$ cat config.mk
export PLATFORM = sky130hd
export DESIGN_NAME = seq_control_unit
export DESIGN_NICKNAME = d
export VERILOG_FILES = /design/src/rtl/seq_control_unit.sv
export SDC_FILE = /design/constraint.sdc
export NUM_CORES = 1
export LEC_CHECK = 0
export CAP_MARGIN = 20
export CORE_UTILIZATION = 40
export DETAILED_ROUTE_END_ITERATION = 8
export GPL_TIMING_DRIVEN = 0
export PLACE_DENSITY = 0.76
export SLEW_MARGIN = 20
export SYNTH_ARGS = -nofsm -noshare
export SYNTH_HDL_FRONTEND = slang
export SYNTH_SLANG_ARGS = --single-unit
$ cat constraint.sdc
create_clock -name clk -period 3.1 [get_ports clk]
set_clock_uncertainty 0.15 [all_clocks]
set_input_delay 0.465 -clock clk [delete_from_list [all_inputs] [get_ports clk]]
set_output_delay 0.465 -clock clk [all_outputs]
set_load 0.01 [all_outputs]
$ cat src/rtl/seq_control_unit.sv
// Micro-sequencer: fetches 32-bit words, sequences LOAD_A / LOAD_B / EXEC bus micro-ops, keeps pc.
// Latency: 4 cycles per legal instruction (FETCH accept + 3 micro-op cycles); strobes are Moore outputs.
// Backpressure: instr_ready is high only in FETCH; pc and state hold while instr_valid is low.
module seq_control_unit #(
  parameter int          PC_WIDTH = 16,
  parameter int unsigned RESET_PC = 0
) (
  input  logic                clk,
  input  logic                reset,
  input  logic                instr_valid,
  output logic                instr_ready,
  input  logic [31:0]         instr,
  output logic [PC_WIDTH-1:0] pc,
  output logic [4:0]          alu_function_sel,
  output logic                alu_store_1,
  output logic                alu_store_2,
  output logic                alu_broadcast,
  output logic [4:0]          register_index,
  output logic                register_read_enable,
  output logic                register_write_enable,
  output logic [31:0]         imm,
  output logic                imm_EN,
  output logic                retired,
  output logic                illegal_instr,
  output logic                halted
);

  typedef enum logic [2:0] {
    S_FETCH  = 3'd0,
    S_LOAD_A = 3'd1,
    S_LOAD_B = 3'd2,
    S_EXEC   = 3'd3,
    S_HALT   = 3'd4
  } state_t;

  state_t              state_q, state_d;
  logic [PC_WIDTH-1:0] pc_q, pc_d;
  logic [31:0]         ir_q, ir_d;
  logic                illegal_q, illegal_d;

  logic [4:0] ir_func, ir_rd, ir_rs1, ir_rs2, in_func;
  logic       ir_use_imm;
  logic       accept;

  assign ir_func    = ir_q[31:27];
  assign ir_rd      = ir_q[26:22];
  assign ir_rs1     = ir_q[21:17];
  assign ir_rs2     = ir_q[16:12];
  assign ir_use_imm = ir_q[11];
  assign in_func    = instr[31:27];

  assign accept = instr_ready && instr_valid;
  assign pc     = pc_q;

  // Next-state: accept in FETCH, then walk the fixed micro-op sequence; HALT is terminal.
  always_comb begin
    state_d   = state_q;
    pc_d      = pc_q;
    ir_d      = ir_q;
    illegal_d = 1'b0;
    case (state_q)
      S_FETCH: begin
        if (accept) begin
          ir_d = instr;
          pc_d = pc_q + 1'b1;
          if (in_func <= 5'd13) begin
            state_d = S_LOAD_A;
          end else if (in_func == 5'd31) begin
            state_d = S_HALT;
          end else begin
            illegal_d = 1'b1;
          end
        end
      end
      S_LOAD_A: state_d = S_LOAD_B;
      S_LOAD_B: state_d = S_EXEC;
      S_EXEC:   state_d = S_FETCH;
      S_HALT:   state_d = S_HALT;
      default:  state_d = S_FETCH;
    endcase
  end

  // State, pc, instruction register and the delayed illegal pulse.
  always_ff @(posedge clk) begin
    if (reset) begin
      state_q   <= S_FETCH;
      pc_q      <= PC_WIDTH'(RESET_PC);
      ir_q      <= '0;
      illegal_q <= 1'b0;
    end else begin
      state_q   <= state_d;
      pc_q      <= pc_d;
      ir_q      <= ir_d;
      illegal_q <= illegal_d;
    end
  end

  // Strobe decode from state and ir; forced quiet while reset is asserted so a
  // half-finished instruction cannot touch the datapath in the reset cycle.
  always_comb begin
    instr_ready           = 1'b0;
    alu_function_sel      = 5'd0;
    alu_store_1           = 1'b0;
    alu_store_2           = 1'b0;
    alu_broadcast         = 1'b0;
    register_index        = 5'd0;
    register_read_enable  = 1'b0;
    register_write_enable = 1'b0;
    imm                   = 32'd0;
    imm_EN                = 1'b0;
    retired               = 1'b0;
    illegal_instr         = 1'b0;
    halted                = 1'b0;
    if (!reset) begin
      illegal_instr = illegal_q;
      case (state_q)
        S_FETCH: instr_ready = 1'b1;
        S_LOAD_A: begin
          register_index       = ir_rs1;
          register_read_enable = 1'b1;
          alu_store_1          = 1'b1;
        end
        S_LOAD_B: begin
          alu_store_2 = 1'b1;
          if (ir_use_imm) begin
            imm_EN = 1'b1;
            imm    = {{21{ir_q[10]}}, ir_q[10:0]};
          end else begin
            register_index       = ir_rs2;
            register_read_enable = 1'b1;
          end
        end
        S_EXEC: begin
          alu_function_sel      = ir_func;
          alu_broadcast         = 1'b1;
          register_index        = ir_rd;
          register_write_enable = 1'b1;
          retired               = 1'b1;
        end
        S_HALT:  halted = 1'b1;
        default: ;
      endcase
    end
  end

endmodule
# Word-level counts from Yosys, hierarchy flattened
# Index checks and enable logic that the tools add are counted.
# totals
register_bits	52
inputBits	35
output_inout_bits	68
elab_cells	50
# op_classes
n_reduce_logical	5
bitwise	2
n_mux	30
eq_ne	7
n_addsub	1
n_lt_le_gt_ge	1
# ops
cell	n
$mux W32	3
$mux W5	4
$mux W1	17
$add A16 B1 Y16 const B	1
$pmux W5 S3	1
$pmux W3 S4	1
$mux W3	3
$eq A3 B2 Y1 const B	2
$eq A5 B5 Y1 const B	1
$le A5 B4 Y1 const B	1
$reduce_and A2 Y1	2
$reduce_or A4 Y1	1
$eq A3 B1 Y1 const B	1
$eq A3 B3 Y1 const B	1
$logic_not A3 Y1	1
$ne A3 B3 Y1 const B	1
$ne A2 B2 Y1 const B	1
$not A1 Y1	2
$pmux W1 S2	1
$logic_and A1 B1 Y1	1

# Depth between registers and ports, before layout
# Gate-level depths: netlist of the first run.
# logic_depth
ltp_word	6
mapped_depth	7
mapped_depth_nobuf	5

# Worst setup path after synthesis of the first run
# Ideal clock, no wire load.
# synth_path
kind	input to output
startpoint	input port reset
endpoint	output port imm[11]
arrival_ns	1.716
path_stages	5
setup_slack_ns	0.769
cell_sequence	clkbuf_1 nor3_1 and3_1 and2_1 buf_4
# synth_between
elab_chain_len	1
# synth_lines
item	line_no	source
start: declaration	9	input logic reset,
$mux W32	114	if (!reset) begin
end: declaration	21	output logic [31:0] imm,
# Every way passes these cells.

# Final worst setup path of the first run
# layout_path
startpoint	input port reset
endpoint	output port imm[18]
# Same word-level chain as after synthesis.

==> results of run 1 <==
## registers in the layout, summed over array words and instances, names as in the netlist
name / flops
state_q: 3
illegal_q: 1
pc: 16
ir_q: 32
## power by group through the flow
stage               Clock (mW)  Combinational (mW)  Sequential, mW
floorplan                    0              0.0854           0.720
global placement             0               0.165           0.722
detailed placement           0               0.166           0.723
CTS                      0.465               0.168           0.708
global route             0.492               0.186           0.711
finish                   0.459               0.170           0.707
## through the flow
step | hold slack, ns | worst slack [ns] | setup TNS [ns] | instance area [um^2] | cells
finish | 0.3055 | 0.1283 | 0 | 3747 | 503
CTS | 0.3063 | 0.003461 | 0 | 3729 | 503
global route | 0.3248 | 0.006431 | 0 | 3747 | 503
floorplan | 0.2817 | 0.7693 | 0 | 2475 | 317
global placement | 0.2876 | -0.4484 | -13.65 | 3590 | 494
detailed placement | 0.2928 | -0.5047 | -14.94 | 3590 | 494
## logic make-up (layout without fill, tap and decap cells)
| family | count (synthesis) | after routing | share of synthesized area |
|---|---|---|---|
| muxes | 5 | 5 | 0.02022 |
| and+or+nand+nor | 148 | 149 | 0.2897 |
| adders and majority gates | 1 | 1 | 0.005055 |
| xor gates and xnor gates | 8 | 8 | 0.02831 |
| AOI/OAI and AO/OA | 58 | 58 | 0.1239 |
| DFF | 52 | 52 | 0.4206 |
| buffers and inverters | 45 | 155 | 0.1122 |
## routing by layer
layer	track usage	up-vias	share of wire
li1	-	1252	-
met2	0.3415	77	0.48
met5	0	-	0
met4	0.07679	0	0.012
met1	0.2285	1107	0.44
met3	0.03636	9	0.065
## layout make-up
cell class | instances | area share
buffer | 43 | 0.07446
clock buffer | 6 | 0.01937
clock inverter | 2 | 0.009349
inverter | 2 | 0.002003
multi-input combinational | 221 | 0.3189
sequential | 52 | 0.2778
tap | 75 | 0.02504
timing repair buffer | 102 | 0.2731
## critical path, delay by kind of cell
kind                   cells  cell delay (ns)
buffers and inverters      4             1.33
AND/OR/NAND/NOR            3             0.56
## Yosys cell counts, drive strengths merged, types with 2 or more instances
cell type and number:
nand2 73, dfxtp 52, a21oi 48, buf 27, nor2 21, and2 18, clkbuf 16, nand3 7
mux2i 5, o31ai 5, or4 5, xor2 5, and3 4, or3 4, nor3 3, nor4 3
nor4b 3, o21ai 3, xnor2 3, inv 2, nand4 2
## cells in the final DEF, fill, tap and decap left out, types with 2 or more instances in the layout
cell type        Yosys  final
nor4b_2              0      2
clkbuf_1            16     15
o21ai_0              2      2
and2_1              18     17
dfxtp_1             52     52
and2_4               0      2
buf_4               23     24
and3_1               4      3
or3_1                3      3
nor4_1               2      2
or4_1                5      5
a21oi_1             48     48
inv_1                2      2
clkbuf_8             0      5
mux2i_1              5      5
clkdlybuf4s50_1      0    101
nor3_1               3      2
nand3_1              7      7
xnor2_1              3      3
nor2_1              21     21
o31ai_1              5      5
nand4_1              2      2
nand2_1             73     73
xor2_1               5      5
buf_6                3      3
## what timing repair did
| action | CTS | global route |
|---|---|---|
| pin swaps | 1 | 0 |
| gates resized for setup | 10 | 6 |
| endpoints found under the setup margin | 45 | 37 |
| endpoints found under the hold margin | 0 | 0 |
| cloned | 1 | 0 |
## path summary, 6_finish.rpt
path              endpoint  cells after the start        from
setup / recovery   imm[18]                      7       reset
hold / removal     ir_q[2]                      2     ir_q[2]
setup reg to reg  ir_q[22]                      7  state_q[1]
hold reg to reg    ir_q[2]                      2     ir_q[2]
==> metrics.md, run 1 <==
| Metric | Value |
|---|---|
| CP max FO | `11` |
| Hold crit path type | `flop to flop` |
| Residual DRC | `0` |
| Worst-Margin Slew | `0.5287 ns` |
| Die area | `around 0.0065 mm^2` |
| Synthesized netlist cell count | `317` |
| Fraction of layout cells with a size suffix above 1 | `0.1051` |
| Layout area overhead | `51.42%` |
| Power, Total | `~1.3 mW` |
| Vias in the first global route | `around 2200` |
| P_sw | `about 0.32 mW` |
| Row count | `28` |
| DP HPWL | `between 4000 and 5000 um` |
| Number of synthesized register bits | `52` |
| Routed vias | `around 2400` |
| Grt ovf | `0` |
| Die width | `about 80 um` |
| Hold_buf cts | `0` |
| Util after Layout | `0.6292` |
| Outcome | `completed` |
| Syn Area/Cell | `about 7.8 um^2` |
| Setup crit end kind | `primary output` |
| Leading area contributor after synthesis | `dfxtp_1` |
| Leakage power | `around 1.4 nW` |
| Layout fillers | `540` |
| Number of flops mapped to enable cells by yosys | `0` |
| Ports | `slightly above 100` |
| Gpl congestion | `approximately 0.8` |
| WL per Instance | `12.22 um` |
| Routed WL | `6147 um` |
| Cells along the critical path | `clkdlybuf4s50_1, buf_4, nor3_2, and3_4, and2_4, buf_4, clkdlybuf4s50_1` |
| Sequential area share after synthesis | `0.4206` |
| Via density per instance | `~4.9` |
| Mapped Nets | `approximately 350` |
| CP max stage cell | `clkdlybuf4s50_1` |
| Initial antenna violation count | `0` |
| Final #Nets | `approximately 460` |
| Yosys warning count | `0` |
| Multi-input gate area | `0.001195 mm^2` |
| Tcrit/Tclk final | `0.9586` |
| Routed Antenna Nets | `0` |
| Largest net degree at the start of global routing | `16` |
| Endpoints failing hold | `0` |
| RSZ-0062 raised after global routing | `no` |
| Post-CTS setup buffer count | `0` |
| Unique masters post-synth | `34` |
| Crit path time final | `2.972 ns` |
| Initial core utilization | `0.4155` |
| Input/output buffers | `102` |
| Ys flop type | `dfxtp_1` |
| Syn Std Cell Area | `~0.0025 mm^2` |
| Die Span Y | `just over 80 um` |
| Core ar. | `slightly below 0.006 mm^2` |
| CP Class | `input port to primary output` |
| Clk pin slew, worst setup/hold paths | `~0.10 ns` |
| Worst path required time | `roughly 2.5 ns` |
| Critical path arrival | `around 2.4 ns` |
| GRT Total Usage | `0.1935` |
| Gate power share | `0.127` |
| Drt pass-1 iters | `6` |
| Max rail drop VDD | `roughly 0.24 mV` |
| Initial DRC count | `105` |
| H-tree depth | `2` |
| Clk Latency, worst-skew pair | `about 0.31 ns` |
| Async SR Flop Fraction | `0` |
| Switching Fraction | `0.2383` |
| Pins Over Slew Limit | `0` |
| Max stage delay on crit path | `about 0.52 ns` |
| Area share of the leading cell type in the synthesized netlist | `0.4206` |
| Startpoint types | `input port` |
| CTS tree | `done` |
| First-pass GRT wire length | `a little under 10000 um` |
| Most area-consuming cells after synthesis | `dfxtp_1 42%, nand2_1 11%, a21oi_1 9.7%` |
| Fmax achieved | `roughly 340 MHz` |
| Clock Tree Root | `clkbuf_8` |
| Clk sinks | `between 50 and 60` |
| Power share of the clock group | `0.344` |
| Seq pwr share | `0.530` |
| Final setup fails | `0` |
| Slew HR | `0.6476` |
| P per Cell Area | `between 300 and 400 mW/mm^2` |
| Reg2Reg Setup Slack | `0.68 ns` |
| Register Area | `between 0.001 and 0.0015 mm^2` |
| Internal power | `roughly 1 mW` |
| TritonCTS Buffers | `5` |
| Clock buffer depth | `2` |
| # diodes | `0` |
| Max-cap violations | `0` |
Note: power is estimated with default switching activity, not from simulation.
==> inputs of run 2 (changes only) <==
- SKIP_CTS_REPAIR_TIMING: default -> 1
==> metrics.md, run 2 (synthesis results as in run 1) <==
| Metric | Value |
|---|---|
| Gpl congestion | `about 0.81` |
| Hold Path Stages | `2` |
| Worst hold endpoint | `ir_q[2]` |
| Setup crit end kind | `primary output` |
| WL per Instance | `12.33 um` |
| Pins Over Slew Limit | `0` |
| P per Cell Area | `354.4 mW/mm^2` |
| Max stage delay on crit path | `approximately 0.52 ns` |
| Max rail drop VDD | `roughly 0.24 mV` |
| Register-to-Register Path Depth | `7` |
| DP HPWL | `~4500 um` |
| GRT Total Usage | `0.1904` |
| Leakage power | `roughly 1.4 nW` |
| Final std cells w/o fill | `about 500` |
| Worst path required time | `about 2.5 ns` |
| CP Class | `input port to primary output` |
| Worst setup margin | `approximately 0.13 ns` |
| Hold crit path type | `flop to flop` |
| Initial DRC count | `85` |
| Via density per instance | `between 4 and 5` |
| Die Span Y | `80.66 um` |
| Placed insts | `roughly 500` |
| Routed Antenna Nets | `0` |
| Layout area overhead | `51.82%` |
| TritonCTS Buffers | `5` |
| Ports | `~100` |
| Drt pass-1 iters | `5` |
| Row count | `28` |
| Die width | `80.66 um` |
| Power, Total | `about 1.3 mW` |
| RR Startpoint | `state_q[1]` |
| Cells along the critical path | `clkdlybuf4s50_1, buf_4, nor3_2, and3_4, and2_2, buf_4, clkdlybuf4s50_1` |
| Routed WL | `6214 um` |
| Clock buffer depth | `2` |
| Residual DRC | `0` |
| Critical path arrival | `2.36 ns` |
| Slew HR | `0.6429` |
| Die area | `between 0.006 and 0.007 mm^2` |
| Fmax achieved | `336.4 MHz` |
| Endpoints failing hold | `0` |
| Commonest cells after routing, fill and taps aside | `100 x clkdlybuf4s50_1, 73 x nand2_1, 52 x dfxtp_1` |
| Worst-Margin Slew | `0.5356 ns` |
| Grt ovf | `0` |
| Layout fillers | `539` |
| First-pass GRT wire length | `between 9000 and 10000 um` |
| Input/output buffers | `just over 100` |
| Biggest register | `ir_q` |
| Clk sinks | `52` |
| Place WS | `-0.5047 ns` |
| Routed vias | `2453` |
| Initial core utilization | `0.4155` |
| Max FFs per register | `32` |
| Startpoint types | `input port` |
| H-tree depth | `2` |
| Reg2Reg Setup Slack | `0.67 ns` |
| Multi-input gate area | `between 0.001 and 0.0015 mm^2` |
| Final #Nets | `approximately 460` |
| Final setup fails | `0` |
| Hold_sp | `ir_q[2]` |
| Outcome | `completed` |
| Max-cap violations | `0` |
| CP max FO | `10` |
| RSZ-0062 raised after global routing | `no` |
| Most common cell after layout, fill and taps aside | `clkdlybuf4s50_1` |
| CP max stage cell | `clkdlybuf4s50_1` |
| Fraction of layout cells with a size suffix above 1 | `0.1072` |
| Worst Setup SP | `reset` |
| Initial antenna violation count | `0` |
| Core ar. | `approximately 0.006 mm^2` |
| Crit path time final | `slightly below 3 ns` |
| CTS tree | `done` |
| Clock Tree Root | `clkbuf_8` |
| Tcrit/Tclk final | `0.9590` |
| Register Area | `about 0.0010 mm^2` |
| Worst R2R End | `ir_q[22]` |
| Vias in the first global route | `roughly 2100` |
| Clk Latency, worst-skew pair | `around 0.30 ns` |
| Largest net degree at the start of global routing | `23` |
| Clk pin slew, worst setup/hold paths | `approximately 0.09 ns` |
| # diodes | `0` |
[run 2: cell types whose count changed in the layout (fill, tap and decap cells not counted), sizes merged]
cell and delta:
and2 +1, buf +1, clkbuf -1, clkdlybuf4s50 -1
dlymetal6s2s +1
[run 2: critical path: cells and delay by family]
| kind | cells | cell delay (ns) |
|---|---|---|
| buf+inv | 4 | 1.33 |
| simple gates | 3 | 0.57 |
[run 2: area by class of cell]
class,count,share of cell area
repair buffers,102,0.2731
multi-input cells,222,0.3200
flip-flops and latches,52,0.2771
well taps,75,0.02498
clock inverters,2,0.009324
plain buffers,43,0.07426
inverters,2,0.001998
clock buffers,6,0.01931
[run 2: worst max-delay path by stage]
stage	cells past startpoint	slack, ns	to
2_1_floorplan	5	0.77	imm[11]
3_3_place_gp	7	-0.45	imm[19]
3_5_place_dp	7	-0.50	imm[18]
4_1_cts	7	-0.50	imm[18]
5_1_grt	7	0.008	register_index[1]
6_report	7	0.13	imm[13]
[run 2: report_power, final]
part           leakage (nW)  switching, mW  total (mW)  internal (mW)
Combinational         0.906         0.0856       0.170         0.0839
Clock                0.0552          0.215       0.455          0.240
Sequential            0.423         0.0137       0.707          0.694
Total                  1.38          0.314        1.33           1.02
[run 2: metrics by stage]
step | setup TNS (ns) | hold slack, ns | utilization | area (um^2)
after floorplan | 0 | 0.2817 | - | 2475
after global placement | -13.65 | 0.2876 | 0.6027 | 3590
after detailed placement | -14.94 | 0.2928 | 0.6027 | 3590
after CTS | -15.12 | 0.3063 | 0.6208 | 3697
after global routing | 0 | 0.3248 | 0.6309 | 3757
final | 0 | 0.3049 | 0.6309 | 3757
[run 2: layer usage]
metal	GRT usage	part of all wire	vias up
met5	0	0	-
met4	0.07143	0.0095	0
met3	0.03295	0.066	7
met2	0.3356	0.49	81
met1	0.2285	0.44	1109
li1	-	-	1256
==> inputs of run 3 (changes only) <==
- CORE_MARGIN: default -> 4
==> metrics.md, run 3 (synthesis results as in run 1) <==
| Metric | Value |
|---|---|
| Outcome | `completed` |
| Initial antenna violation count | `0` |
| Input/output buffers | `between 100 and 150` |
| Placement Cell Area | `0.003590 mm^2` |
| Critical path arrival | `~2.4 ns` |
| CP Class | `input port to primary output` |
| CP max FO | `11` |
| Max-cap violations | `0` |
| Setup TNS | `0 ns` |
| Clock Tree Root | `clkbuf_8` |
| Hold crit path type | `flop to flop` |
| Max stage delay on crit path | `approximately 0.52 ns` |
| Worst-Margin Slew | `roughly 0.50 ns` |
| DP HPWL | `between 4000 and 5000 um` |
| CTS tree | `done` |
| Routed Antenna Nets | `0` |
| GRT Total Usage | `0.1725` |
| H-tree depth | `2` |
| Setup crit end kind | `primary output` |
| Routed WL | `~6400 um` |
| Die Span Y | `86.66 um` |
| Largest net degree at the start of global routing | `23` |
| Util after Layout | `0.6244` |
| Layout area overhead | `50.25%` |
| Routed vias | `2428` |
| Drt pass-1 iters | `4` |
| Tcrit/Tclk final | `0.9657` |
| Worst path required time | `approximately 2.5 ns` |
| # diodes | `0` |
| Endpoints failing hold | `0` |
| Initial core utilization | `0.4155` |
| Final Cell Area | `roughly 0.0037 mm^2` |
| First-pass GRT wire length | `10410 um` |
| Die area | `around 0.0075 mm^2` |
| Slew HR | `0.6637` |
| Final #Nets | `roughly 460` |
| Grt ovf | `0` |
| Clock buffer depth | `2` |
| Fraction of layout cells with a size suffix above 1 | `0.1028` |
| Fmax achieved | `~330 MHz` |
| Initial DRC count | `91` |
| Via density per instance | `4.827` |
| CP max stage cell | `clkdlybuf4s50_1` |
| Clk Latency, worst-skew pair | `approximately 0.3 ns` |
| Row count | `28` |
| TritonCTS Buffers | `5` |
| Clk pin slew, worst setup/hold paths | `~0.08 ns` |
| Crit path buf inv count | `4` |
| Commonest cells after routing, fill and taps aside | `101 x clkdlybuf4s50_1, 73 x nand2_1, 52 x dfxtp_1` |
| Worst setup margin | `approximately 0.11 ns` |
| Cells along the critical path | `clkdlybuf4s50_1, buf_4, nor3_2, and3_4, and2_4, buf_4, clkdlybuf4s50_1` |
| Startpoint types | `input port` |
| Gpl congestion | `between 0.8 and 0.9` |
| Power, Total | `between 1 and 1.5 mW` |
| Vias in the first global route | `2278` |
| Crit path time final | `approximately 3 ns` |
| Most common cell after layout, fill and taps aside | `clkdlybuf4s50_1` |
| Pins Over Slew Limit | `0` |
| Max rail drop VDD | `around 0.23 mV` |
| Leakage power | `between 1 and 1.5 nW` |
| RSZ-0062 raised after global routing | `no` |
| Biggest register | `ir_q` |
| Clk sinks | `52` |
| P per Cell Area | `between 300 and 400 mW/mm^2` |
| WL per Instance | `12.81 um` |
| Max FFs per register | `32` |
| Ports | `between 100 and 150` |
| Top delay family on crit path | `buffers and inverters` |
| Core ar. | `between 0.005 and 0.006 mm^2` |
| Residual DRC | `0` |
| Place WS | `-0.4928 ns` |
| Die width | `around 87 um` |
| Final setup fails | `0` |
[run 3: changes by cell type in the layout (fill, tap and decap cells not counted), sizes merged]
cell	delta
clkdlybuf4s50	+1
clkbuf	+1
dlymetal6s2s	-1
bufinv	-1
buf	-1
[run 3: worst min-delay path: stages, from the launching register on]
cell and delay [ns]:
dfxtp_1 0.31, nand2_1 0.05, a21oi_1 0.05
[run 3: per-layer routing]
layer	part of all wire	GRT usage	up-vias
met5	0	0	-
met4	0.0075	0.04249	0
met3	0.064	0.03992	4
met2	0.50	0.2997	76
met1	0.43	0.2155	1087
li1	-	-	1261
[run 3: worst paths after layout]
path | to | depth (start not counted) | slack [ns] | startpoint
hold reg to reg | ir_q[9] | 2 | 0.30 | ir_q[9]
hold / removal | ir_q[9] | 2 | 0.30 | ir_q[9]
setup reg to reg | ir_q[22] | 7 | 0.74 | state_q[1]
setup / recovery | imm[23] | 7 | 0.11 | reset
[run 3: report_power, final]
part / internal, mW / switching, mW
sequential: 0.694 / 0.0137
combinational: 0.0838 / 0.0843
clock: 0.154 / 0.201
total: 0.931 / 0.299
[run 3: final cells by class]
class | instances | area, um^2
well taps | 75 | 93.84
plain buffers | 43 | 279.0
multi-input cells | 222 | 1196
clock inverters | 1 | 5.005
inverters | 2 | 7.507
clock buffers | 6 | 72.57
repair buffers | 102 | 1023
flip-flops and latches | 52 | 1041
fillers | 541 | 2237
[run 3: through the flow]
stage	std cells	hold WS, ns
finish	503	0.3026
global route	503	0.3246
CTS	501	0.3040
detailed placement	494	0.2924
global placement	494	0.2866
floorplan	317	0.2817
